==> config.mk <==
export PLATFORM = sky130hd
export DESIGN_NAME = eh2_lsu_ecc_scrub
export DESIGN_NICKNAME = d
export VERILOG_FILES = /design/src/rtl/eh2_lsu_ecc_scrub.sv
export SDC_FILE = /design/constraint.sdc
export NUM_CORES = 1
export LEC_CHECK = 0
export CAP_MARGIN = 20
export CORE_UTILIZATION = 48
export DETAILED_ROUTE_END_ITERATION = 7
export GPL_ROUTABILITY_DRIVEN = 0
export PLACE_DENSITY = 0.76
export SYNTH_ARGS = -nofsm -noshare
export SYNTH_HDL_FRONTEND = slang
export SYNTH_SLANG_ARGS = --single-unit
export TNS_END_PERCENT = 20
==> constraint.sdc <==
create_clock -name clk -period 9.65 [get_ports clk]
set_input_delay 1.93 -clock clk [delete_from_list [all_inputs] [get_ports clk]]
set_output_delay 1.93 -clock clk [all_outputs]
set_load 0.02 [all_outputs]
==> src/rtl/eh2_lsu_ecc_scrub.sv <==
// DCCM ECC scrubber: captures correctable-error words reported by the DCCM
// banks, queues unique addresses, and writes the corrected data back with
// fresh ECC through a request/grant write port. Also keeps saturating
// single/double error counters and a sticky threshold interrupt.
module eh2_lsu_ecc_scrub #(
   parameter int NUM_BANKS  = 2,
   parameter int QDEPTH     = 4,
   parameter int ADDR_WIDTH = 16,
   parameter int CNT_WIDTH  = 16
) (
   input  logic                            clk,
   input  logic                            rst,
   input  logic                            ecc_disable,
   input  logic                            err_valid,
   input  logic [NUM_BANKS-1:0]            err_single,
   input  logic [NUM_BANKS-1:0]            err_double,
   input  logic [NUM_BANKS*ADDR_WIDTH-1:0] err_addr,
   input  logic [NUM_BANKS*32-1:0]         err_data,
   output logic                            wr_req,
   input  logic                            wr_gnt,
   output logic [ADDR_WIDTH-1:0]           wr_addr,
   output logic [38:0]                     wr_data,
   output logic [$clog2(QDEPTH):0]         q_count,
   output logic                            q_overflow,
   output logic [CNT_WIDTH-1:0]            single_cnt,
   output logic [CNT_WIDTH-1:0]            double_cnt,
   input  logic [CNT_WIDTH-1:0]            thresh,
   output logic                            thresh_irq,
   input  logic                            cnt_clr
);

   localparam int PW = $clog2(QDEPTH);
   localparam int CW = PW + 1;
   localparam int BW = $clog2(NUM_BANKS + 1);

   typedef enum logic {IDLE, REQ} state_t;

   // Hamming(38,32) check bits plus overall parity. Data bits occupy the
   // codeword positions that are not powers of two; check bit k covers every
   // position with bit k set.
   function automatic logic [6:0] ecc_encode(input logic [31:0] d);
      logic [6:0] e;
      int         di;
      e  = '0;
      di = 0;
      for (int p = 1; p < 39; p++) begin
         if ((p & (p - 1)) != 0) begin
            for (int k = 0; k < 6; k++) begin
               if (((p >> k) & 1) != 0) e[k] = e[k] ^ d[di[4:0]];
            end
            di = di + 1;
         end
      end
      e[6] = (^d) ^ (^e[5:0]);
      return e;
   endfunction

   // Counter add that sticks at all-ones instead of wrapping.
   function automatic logic [CNT_WIDTH-1:0] sat_add(input logic [CNT_WIDTH-1:0] a,
                                                     input logic [BW-1:0]        b);
      logic [CNT_WIDTH:0] s;
      s = {1'b0, a} + (CNT_WIDTH+1)'(b);
      return s[CNT_WIDTH] ? '1 : s[CNT_WIDTH-1:0];
   endfunction

   state_t                state_q, state_d;
   logic [PW-1:0]         head_q, tail_q;
   logic [CW-1:0]         count_q, count_d;
   logic                  ovf_q, irq_q;
   logic [CNT_WIDTH-1:0]  sgl_q, dbl_q;
   logic [ADDR_WIDTH-1:0] addr_mem_q [QDEPTH];
   logic [31:0]           data_mem_q [QDEPTH];

   logic [ADDR_WIDTH-1:0] bank_addr [NUM_BANKS];
   logic [31:0]           bank_data [NUM_BANKS];
   logic [NUM_BANKS-1:0]  cap, dup, accept;
   logic [PW-1:0]         slot_idx [NUM_BANKS];
   logic [QDEPTH-1:0]     slot_valid;
   logic [CW-1:0]         free, n_acc;
   logic                  drop, pop;
   logic [BW-1:0]         sgl_inc, dbl_inc;
   logic [31:0]           head_data;

   // Per-bank slices and capture qualification.
   generate
      for (genvar gi = 0; gi < NUM_BANKS; gi++) begin : g_bank
         assign bank_addr[gi] = err_addr[gi*ADDR_WIDTH +: ADDR_WIDTH];
         assign bank_data[gi] = err_data[gi*32 +: 32];
         assign cap[gi]       = err_valid & err_single[gi] & ~err_double[gi] & ~ecc_disable;
      end
   endgenerate

   // A slot holds a live entry when its distance from head is below occupancy.
   generate
      for (genvar gi = 0; gi < QDEPTH; gi++) begin : g_slot
         assign slot_valid[gi] = {1'b0, PW'(gi) - head_q} < count_q;
      end
   endgenerate

   // Free space comes from registered occupancy only; a same-cycle pop
   // does not make room for this cycle's captures.
   assign free = CW'(QDEPTH) - count_q;
   assign pop  = (state_q == REQ) & wr_gnt;

   // Merge duplicates, then enqueue unique captures in bank order until full.
   always_comb begin
      dup     = '0;
      accept  = '0;
      drop    = 1'b0;
      n_acc   = '0;
      sgl_inc = '0;
      dbl_inc = '0;
      for (int i = 0; i < NUM_BANKS; i++) slot_idx[i] = '0;
      for (int i = 0; i < NUM_BANKS; i++) begin
         sgl_inc = sgl_inc + BW'(cap[i]);
         if (err_valid && !ecc_disable) dbl_inc = dbl_inc + BW'(err_double[i]);
         if (cap[i]) begin
            for (int j = 0; j < QDEPTH; j++) begin
               if (slot_valid[j] && (addr_mem_q[j] == bank_addr[i])) dup[i] = 1'b1;
            end
            for (int j = 0; j < i; j++) begin
               if (cap[j] && (bank_addr[j] == bank_addr[i])) dup[i] = 1'b1;
            end
            if (!dup[i]) begin
               if (n_acc < free) begin
                  accept[i]   = 1'b1;
                  slot_idx[i] = tail_q + n_acc[PW-1:0];
                  n_acc       = n_acc + CW'(1);
               end else begin
                  drop = 1'b1;
               end
            end
         end
      end
   end

   assign count_d = count_q + n_acc - CW'(pop);

   // Write FSM next state: request while anything is queued.
   always_comb begin
      state_d = state_q;
      case (state_q)
         IDLE:    if (count_q != '0) state_d = REQ;
         REQ:     if (wr_gnt && (count_d == '0)) state_d = IDLE;
         default: state_d = IDLE;
      endcase
   end

   // Queue pointers, FSM state, counters and sticky flags.
   always_ff @(posedge clk) begin
      if (rst) begin
         state_q <= IDLE;
         head_q  <= '0;
         tail_q  <= '0;
         count_q <= '0;
         ovf_q   <= 1'b0;
         irq_q   <= 1'b0;
         sgl_q   <= '0;
         dbl_q   <= '0;
      end else begin
         state_q <= state_d;
         head_q  <= head_q + PW'(pop);
         tail_q  <= tail_q + n_acc[PW-1:0];
         count_q <= count_d;
         if (cnt_clr) begin
            ovf_q <= 1'b0;
            irq_q <= 1'b0;
            sgl_q <= '0;
            dbl_q <= '0;
         end else begin
            ovf_q <= ovf_q | drop;
            irq_q <= irq_q | ((thresh != '0) && (sgl_q >= thresh));
            sgl_q <= sat_add(sgl_q, sgl_inc);
            dbl_q <= sat_add(dbl_q, dbl_inc);
         end
      end
   end

   // Queue storage writes; only free slots at the tail are ever written.
   always_ff @(posedge clk) begin
      if (!rst) begin
         for (int i = 0; i < NUM_BANKS; i++) begin
            if (accept[i]) begin
               addr_mem_q[slot_idx[i]] <= bank_addr[i];
               data_mem_q[slot_idx[i]] <= bank_data[i];
            end
         end
      end
   end

   assign head_data  = data_mem_q[head_q];
   assign wr_req     = (state_q == REQ);
   assign wr_addr    = (count_q == '0) ? '0 : addr_mem_q[head_q];
   assign wr_data    = (count_q == '0) ? '0 : {ecc_encode(head_data), head_data};
   assign q_count    = count_q;
   assign q_overflow = ovf_q;
   assign single_cnt = sgl_q;
   assign double_cnt = dbl_q;
   assign thresh_irq = irq_q;

endmodule

==> results.md, run 1 <==
* H-tree depth at 1
* Library cells used by synthesis at 51
* Post-CTS Hold Buffers at 0
* Crit path arrival time at between 4 and 5 ns
* Via Count at roughly 10000
* Worst EP required at between 7 and 8 ns
* Syn avg cell area at 12.9 sq um
* CTS root buf: clkbuf_16
* # diodes at 0
* WL/cell at 22.2 um
* Placement Rows at 63
* First-pass GRT wire length at 58000 um
* Top post-synthesis cells by area: edfxtp_1, mux2_2, xor2_1, mux4_2, dfxtp_1
* Leading cell type by number of instances after synthesis: edfxtp_1
* Cts repair resizes at 0
* MaxCap Viol Count at 0
* Routed Antenna Nets at 0
* Share of post-route cells with drive strength above 1 at 22.7%
* Dpl cells at 1674
* Hold Crit Class: reg -> reg
* Power density cells at 228 nW/um^2
* Pleak at 0.00616 uW
* Gr ovfl total at 0
* Clock tree buffer depth at 3
* Register area share after synthesis at 45.1%
* Nets@finish at ~1500
* Die Area at between 30000 and 40000 sq um
* Post-detail-place hpwl at approximately 26000 um
* Ys async rst share at 0%
* Number of CTS-inserted buffers at 27
* Post-synthesis cell area at 14600 sq um
* Top cell type's share of synthesized area at 39.4%
* IO buf count at 214
* Via count of the first global-routing pass at 9985
* Met2 Wirelength at 18900 um
* Initial DRC Count at 675
* Initial Util at between 40% and 50%
* Vias per cell at 5.64
* Worst setup EP type: primary output
* Power, Total at 4060 uW
* Synth Register Bits at 234
* Area grow syn2layout at 21.8%
* Synthesized Nets at 1297
* Setup TNS at 0 ns
* Number of flops mapped to enable cells by yosys at 192
* Hold Vio Cnt, Final at 0
* IO Pins at between 200 and 250
* Critical Setup Path Class: reg -> out
* Overall routing resource usage at roughly 24%
* Clock transition at path regs at 0.06 ns
* Later-pin clock latency in the skew report at around 0.53 ns
* Top FF cell, synth: edfxtp_1
* Setup violation total in the final timing report at 0
* Initial antenna violation count at 2
* CTS tree: done
* Width of the die at 177 um
* RSZ-0062 raised after global routing: no
* Top routing layer used: met5
* Status: complete, no violations
* Setup Skew at 0.0161 ns
* CTS Sinks at 234
* Least-Margin Pin Slew at 0.829 ns
* Total Wirelength at around 38000 um
* Top cells by count, synth: edfxtp_1, mux2_2, xor2_1
* Crit-path max FO at 30
* Final Non-Filler Cells at 1722
* Final count of pins violating max slew at 0
* Core Area at 29800 sq um
* Part of the cycle the worst path needs at 70.9%
* Cells after synthesis at 1139
* Post CTS Setup Buffer Count at 0
* Yosys top cell by area: edfxtp_1
* Peak supply drop at 0.711 mV
* Crit path launch type: register
* Drt pass-1 iters at 5
* DRC viols at 0
* Max Fclk at 146 MHz
* M1 WL at 15900 um
* Synth Warn # at 0
* Largest net degree at the start of global routing at 50
* Final Critical Period at 6.84 ns
* Max transition margin at around 45%
* Met3 wire len at 2480 um
* Die height at 177 um
[cells by family after synthesis]
group / after synthesis / share of synthesized area (%)
AO/OA/AOI/OAI: 60 / 2.30
XOR/XNOR: 238 / 14.8
adder cells (fa/ha/maj): 37 / 3.30
buffers and inverters: 115 / 3.73
flip-flops: 234 / 45.1
multiplexers: 245 / 22.6
AND/OR/NAND/NOR: 210 / 8.15
[flip-flops by register name, indices dropped and copies added, names as in the netlist]
signal,cells
single_cnt,16
addr_mem_q,64
wr_req,1
double_cnt,16
tail_q,2
q_count,3
data_mem_q,128
head_q,2
thresh_irq,1
q_overflow,1
[per-layer routing]
| layer | track usage, % | vias up |
|---|---|---|
| li1 | - | 4494 |
| met1 | 32.0 | 4784 |
| met2 | 41.5 | 361 |
| met3 | 4.02 | 73 |
| met4 | 7.26 | 2 |
| met5 | 0 | - |
[final cells by class]
cell class	instances	area [sq um]
fillers	2372	12000
multi-input cells	790	7540
flip-flops and latches	234	6610
repair buffers	226	2250
clock buffers	36	752
well taps	390	488
inverters	35	131
clock inverters	11	51.3
[metrics by stage]
step	utilization [%]	cell area (sq um)	hold WS, ns	setup slack (ns)
6_report	59.8	17800	0.482	2.81
3_3_place_gp	57.0	17000	0.460	2.97
2_1_floorplan	-	14600	0.570	2.15
4_1_cts	59.7	17800	0.488	2.71
5_1_grt	59.8	17800	0.536	2.50
3_5_place_dp	57.0	17000	0.470	2.70
[report_power, final]
group	internal (uW)	total, uW	switching [uW]
clock network	541	941	400
registers	1120	1160	35.5
logic	1000	1960	956
[final timing paths]
kind,start,to,slack [ns],depth (start not counted)
worst max-delay path,head_q[0],wr_data[38],2.81,11
worst min-delay path,q_overflow,q_overflow,0.48,2
worst max register to register,head_q[1],data_mem_q[0][5],3.72,16
worst min register to register,q_overflow,q_overflow,0.48,2
[layout by cell type (no fill, tap or decap), drive strengths merged, types with 34 or more instances in the layout]
cell / n
xor2: 143
inv: 36
nor2: 34
clkbuf: 36
nor2b: 59
mux2: 193
dfxtp: 42
a21oi: 36
nor4: 36
clkdlybuf4s50: 214
mux4: 48
xnor2: 94
edfxtp: 192
[worst max-delay path, cell delays in order, from the launching register on]
cell and delay (ns):
dfxtp_4 0.65, buf_4 0.62, mux4_1 0.78, xnor2_2 0.28, xor2_1 0.23, xnor2_1 0.23, xnor2_2 0.15, xnor2_1 0.16
xnor2_1 0.23, xnor3_1 0.35, nor2b_4 0.14, clkdlybuf4s50_1 0.54
Power figures use the tool's default switching activity.
==> inputs of run 2 (changes only) <==
==> constraint.sdc (replaced) <==
create_clock -name clk -period 7.1 [get_ports clk]
set_input_delay 1.42 -clock clk [delete_from_list [all_inputs] [get_ports clk]]
set_output_delay 1.42 -clock clk [all_outputs]
set_load 0.02 [all_outputs]
==> results.md, run 2 (synthesis gave the netlist of run 1 again) <==
* Hold Vio Cnt, Final at 0 (unchanged)
* Pleak at 0.00625 uW (+1.5%)
* Cts repair resizes at 0 (unchanged)
* Critical Setup Path Class: reg -> out
* Hold Crit Class: reg -> reg
* Initial Util at 49.1% (unchanged)
* Initial DRC Count at 707 (+4.7%)
* Worst setup EP type: primary output
* CTS tree: done
* Crit-path max FO at 43 (+43%)
* CTS root buf: clkbuf_16
* Crit path arrival time at 4.63 ns (-0.28 ns)
* CTS Sinks at 234 (unchanged)
* Vias per cell at 5.67 (+0.51%)
* Placement Rows at 63 (unchanged)
* Status: complete, no violations
* FF/Latch Area at 6610 sq um (unchanged)
* Worst EP required at 5.68 ns (-2.04 ns)
* Share of post-route cells with drive strength above 1 at 23.6% (+0.89 points)
* MaxCap Viol Count at 0 (unchanged)
* Area grow syn2layout at 22.8%
* Crit path launch type: register
* Via Count at 9826 (+1.2%)
* Max transition margin at 35.7% (-9.0 points)
* Peak supply drop at 0.971 mV (+37%)
* Post CTS Setup Buffer Count at 0 (unchanged)
* Later-pin clock latency in the skew report at 0.54 ns (about the same)
* Number of CTS-inserted buffers at 27 (unchanged)
* Initial antenna violation count at 2 (unchanged)
* Number of flip-flops under the largest register name at 128 (unchanged)
* Width of the die at 177 um (unchanged)
* Post-detail-place hpwl at 26900 um (+2.2%)
* Area of the multi-input gates at 7540 sq um (unchanged)
* Setup TNS at 0 ns (unchanged)
* Max Fclk at 165 MHz
* WHS at 0.473 ns (-0.00910 ns)
* Die Area at 31200 sq um (unchanged)
* Final count of pins violating max slew at 0 (unchanged)
* Setup violation total in the final timing report at 0 (unchanged)
* Total Wirelength at 38200 um (-0.10%)
* Via count of the first global-routing pass at 10101 (+1.2%)
* Die height at 177 um (unchanged)
* Fillers at 2406 (+1.4%)
* Post-CTS Hold Buffers at 0 (unchanged)
* Power density cells at 314 nW/um^2 (+38%)
* Overall routing resource usage at 24.7% (+0.20 points)
* Core Area at 29800 sq um (unchanged)
* Largest net degree at the start of global routing at 49 (-2.0%)
* Final Critical Period at slightly above 6 ns
* IO buf count at 214 (unchanged)
* RSZ-0062 raised after global routing: no
* IO Pins at 215 (unchanged)
* Least-Margin Pin Slew at 0.961 ns (+0.131 ns)
* Clock transition at path regs at 0.06 ns (about the same)
* Gr ovfl total at 0 (unchanged)
* Nets@finish at 1478 (+0.41%)
* Part of the cycle the worst path needs at 85.2%
* Commonest non-fill, non-tap cells in the layout: clkdlybuf4s50_1, edfxtp_1, mux2_2
* Clock tree buffer depth at 3 (unchanged)
* H-tree depth at 1 (unchanged)
* R2r setup slk at 1.88 ns (-1.84 ns)
* Most common cell after layout, fill and taps aside: clkdlybuf4s50_1
* First-pass GRT wire length at 58500 um (+0.77%)
* Drt pass-1 iters at 8 (+3)
* Routed Antenna Nets at 0 (unchanged)
* DRC viols at 0 (unchanged)
* WL/cell at 22.0 um (-0.74%)
* Setup Skew at 0.0110 ns (-0.00506 ns)
-- run 2: cell types whose count changed in the layout (fill, tap and decap cells not counted), sizes merged --
cell and change:
clkbuf +8, buf +6, clkinv -5, diode +2, bufinv +1, clkinvlp -1
-- run 2: final cells by class --
type                            count  area share, %
Clock inverter                      6          0.327
Tap cell                          390           2.71
Sequential cell                   234           36.8
Timing Repair Buffer              232           12.8
Clock buffer                       44           4.72
Antenna cell                        2         0.0278
Multi-Input combinational cell    790           41.9
Inverter                           35          0.731
-- run 2: per-layer routing --
layer  vias up  part of all wire [%]  GRT usage [%]  routed length [um]
li1       4516                     -              -                   -
met1      4879                    41           32.1               15500
met2       360                    50           42.5               19200
met3        69                   6.3           3.84                2410
met4         2                   2.6           6.97                 994
met5         -                 0.031              0                  12
-- run 2: where the power goes --
part | internal [uW] | switching [uW] | total, uW
combinational | 1360 | 1280 | 2640
sequential | 1520 | 66.8 | 1590
clock | 849 | 555 | 1400
-- run 2: critical path: stages (launching register included) --
cell,delay [ns]
dfxtp_4,0.93
buf_4,0.41
mux4_2,0.63
xor2_1,0.20
xnor2_1,0.15
xnor2_1,0.23
xnor2_2,0.18
xnor2_1,0.17
xnor2_1,0.16
xnor3_1,0.33
nor2b_4,0.14
clkdlybuf4s50_1,0.55
-- run 2: per-stage QoR --
step / worst slack [ns] / instance area (sq um) / cells / utilization (%) / power [uW]
after floorplan: -0.180 / 14600 / 1139 / - / 3390
after CTS: 0.948 / 18000 / 1731 / 60.3 / 5670
after global routing: 0.737 / 18000 / 1731 / 60.3 / 5870
final: 1.05 / 18000 / 1733 / 60.3 / 5640
after detailed placement: 1.11 / 17100 / 1681 / 57.3 / 4240
after global placement: 1.23 / 17000 / 1680 / 57.2 / 4230
-- run 2: worst paths after layout --
path,to,from,depth (start not counted)
worst min register to register,q_overflow,q_overflow,2
worst min-delay path,q_overflow,q_overflow,2
worst max register to register,data_mem_q[2][9],head_q[0],13
worst max-delay path,wr_data[38],head_q[0],11
==> inputs of run 3 (changes only) <==
--- a/config.mk
+++ b/config.mk
@@ -9,6 +9,7 @@
 export CORE_UTILIZATION = 48
 export DETAILED_ROUTE_END_ITERATION = 7
 export GPL_ROUTABILITY_DRIVEN = 0
+export GPL_TIMING_DRIVEN = 0
 export PLACE_DENSITY = 0.76
 export SYNTH_ARGS = -nofsm -noshare
 export SYNTH_HDL_FRONTEND = slang
==> constraint.sdc (replaced) <==
create_clock -name clk -period 7.1 [get_ports clk]
set_input_delay 1.775 -clock clk [delete_from_list [all_inputs] [get_ports clk]]
set_output_delay 1.775 -clock clk [all_outputs]
set_load 0.02 [all_outputs]
==> results.md, run 3 (synthesis gave the netlist of run 1 again) <==
* Status: complete, no violations
* Worst R2R Start: head_q[1]
* Power density cells at 314 nW/um^2 (about the same)
* Later-pin clock latency in the skew report at 0.56 ns (+0.02 ns)
* Share of post-route cells with drive strength above 1 at 25.5% (+1.9 points)
* MaxCap Viol Count at 0 (unchanged)
* CTS Sinks at 234 (unchanged)
* FF-to-FF path depth at 20 (+7)
* Setup violation total in the final timing report at 0 (unchanged)
* Clock transition at path regs at 0.06 ns (about the same)
* Post-CTS Hold Buffers at 0 (unchanged)
* Crit-path max FO at 28 (-35%)
* Least-Margin Pin Slew at 0.854 ns (-0.106 ns)
* WL/cell at 22.2 um (+0.74%)
* Crit path launch type: register
* Min-delay src: q_overflow
* Die Area at 31200 sq um (unchanged)
* Pleak at 0.00629 uW (+0.71%)
* Part of the cycle the worst path needs at 92.3% (+7.1 points)
* Nets@finish at 1513 (+2.4%)
* Number of flip-flops under the largest register name at 128 (unchanged)
* Most common cell after layout, fill and taps aside: edfxtp_1
* Width of the die at 177 um (unchanged)
* Crit path arrival time at 4.78 ns (+0.15 ns)
* Post-detail-place hpwl at 28900 um (+7.6%)
* CTS tree: done
* Area grow syn2layout at 22.9% (about the same)
* Core Area at 29800 sq um (unchanged)
* Max Fclk at 153 MHz (-7.7%)
* Hold Path Depth at 2 (unchanged)
* Number of CTS-inserted buffers at 27 (unchanged)
* Largest net degree at the start of global routing at 24 (-51%)
* Placement Rows at 63 (unchanged)
* IO buf count at 182 (-15%)
* Total Wirelength at 39300 um (+2.8%)
* Worst EP required at 5.33 ns (-0.35 ns)
* Worst setup EP type: primary output
* Post CTS Setup Buffer Count at 0 (unchanged)
* IO Pins at 215 (unchanged)
* Critical Path Source: head_q[1]
* Initial DRC Count at 765 (+8.2%)
* Critical Setup Path Class: reg -> out
* Setup Skew at 0.0211 ns (+0.0101 ns)
* Util after Layout at 60.4% (about the same)
* CTS root buf: clkbuf_16
* Final count of pins violating max slew at 0 (unchanged)
* Via Count at 9870 (+0.45%)
* Cts repair resizes at 0 (unchanged)
* H-tree depth at 1 (unchanged)
* Die height at 177 um (unchanged)
* Vias per cell at 5.58 (-1.6%)
* Drt pass-1 iters at 5 (-3)
* First-pass GRT wire length at 59500 um (+1.7%)
* DRC viols at 0 (unchanged)
* Peak supply drop at 1.05 mV (+8.5%)
* Clock tree buffer depth at 3 (unchanged)
* Hold Crit Class: reg -> reg
* Gr ovfl total at 0 (unchanged)
* Hold Vio Cnt, Final at 0 (unchanged)
* Initial Util at 49.1% (unchanged)
* Setup TNS at 0 ns (unchanged)
* Commonest non-fill, non-tap cells in the layout: edfxtp_1, mux2_2, clkdlybuf4s50_1
* Fillers at 2353 (-2.2%)
* Routed Antenna Nets at 0 (unchanged)
* Via count of the first global-routing pass at 10375 (+2.7%)
* Overall routing resource usage at 25.4% (+0.70 points)
* Final Critical Period at 6.56 ns (+0.503 ns)
* Max transition margin at 43.1% (+7.3 points)
* RSZ-0062 raised after global routing: no
* Initial antenna violation count at 4 (+2)
==> run 3: through the flow <==
| stage | hold WS (ns) | power [uW] | instance area (sq um) | instances | setup slack [ns] |
|---|---|---|---|---|---|
| 4_1_cts | 0.532 | 5650 | 18000 | 1768 | 0.317 |
| 3_5_place_dp | 0.506 | 4300 | 17200 | 1719 | -0.102 |
| 6_report | 0.524 | 5650 | 18000 | 1769 | 0.545 |
| 2_1_floorplan | 0.570 | 3390 | 14600 | 1139 | -0.246 |
| 3_3_place_gp | 0.498 | 4280 | 17000 | 1711 | -4.88 |
| 5_1_grt | 0.553 | 5840 | 18000 | 1769 | 0.259 |
==> run 3: routing by layer <==
layer  GRT usage (%)  part of all wire (%)
met5               0                 0.025
met4            7.61                   2.5
met3            4.40                   6.5
met2            43.5                    50
met1            32.7                    41
==> run 3: timing repair <==
action / in CTS / in global routing
endpoints found under the hold margin: 0 / 0
setup endpoints to repair: 41 / 41
pin swaps: 0 / 0
==> run 3: critical path, stage by stage (launching register included) <==
cell	delay (ns)
dfxtp_1	0.36
buf_2	0.20
buf_2	0.35
buf_2	0.75
mux4_2	0.45
xor2_1	0.19
xnor2_1	0.34
xnor2_2	0.15
xnor2_1	0.23
xnor2_1	0.17
xnor3_1	0.33
nor2b_4	0.15
clkdlybuf4s50_1	0.57
==> run 3: power by group <==
| group | internal, uW | leakage, uW | total [uW] | switching (uW) |
|---|---|---|---|---|
| combinational | 1380 | 0.00382 | 2770 | 1390 |
| clock | 751 | 0.000407 | 1330 | 576 |
| sequential | 1520 | 0.00207 | 1550 | 26.5 |
==> run 3: cell type report <==
class                           count  area (sq um)  area share [%]
Timing Repair Buffer              190          2000            11.1
Sequential cell                   234          6610            36.7
Tap cell                          390           488            2.71
Clock inverter                     14           111           0.619
Multi-Input combinational cell    790          7530            41.9
Buffer                             77           403            2.24
Antenna cell                        3          7.51          0.0417
Clock buffer                       36           719            4.00
Inverter                           35           131           0.730
==> run 3: path summary, 6_finish.rpt <==
check,endpoint,slack (ns)
setup / recovery,wr_data[38],0.54
hold reg to reg,q_overflow,0.52
setup reg to reg,addr_mem_q[1][12],0.79
hold / removal,q_overflow,0.52
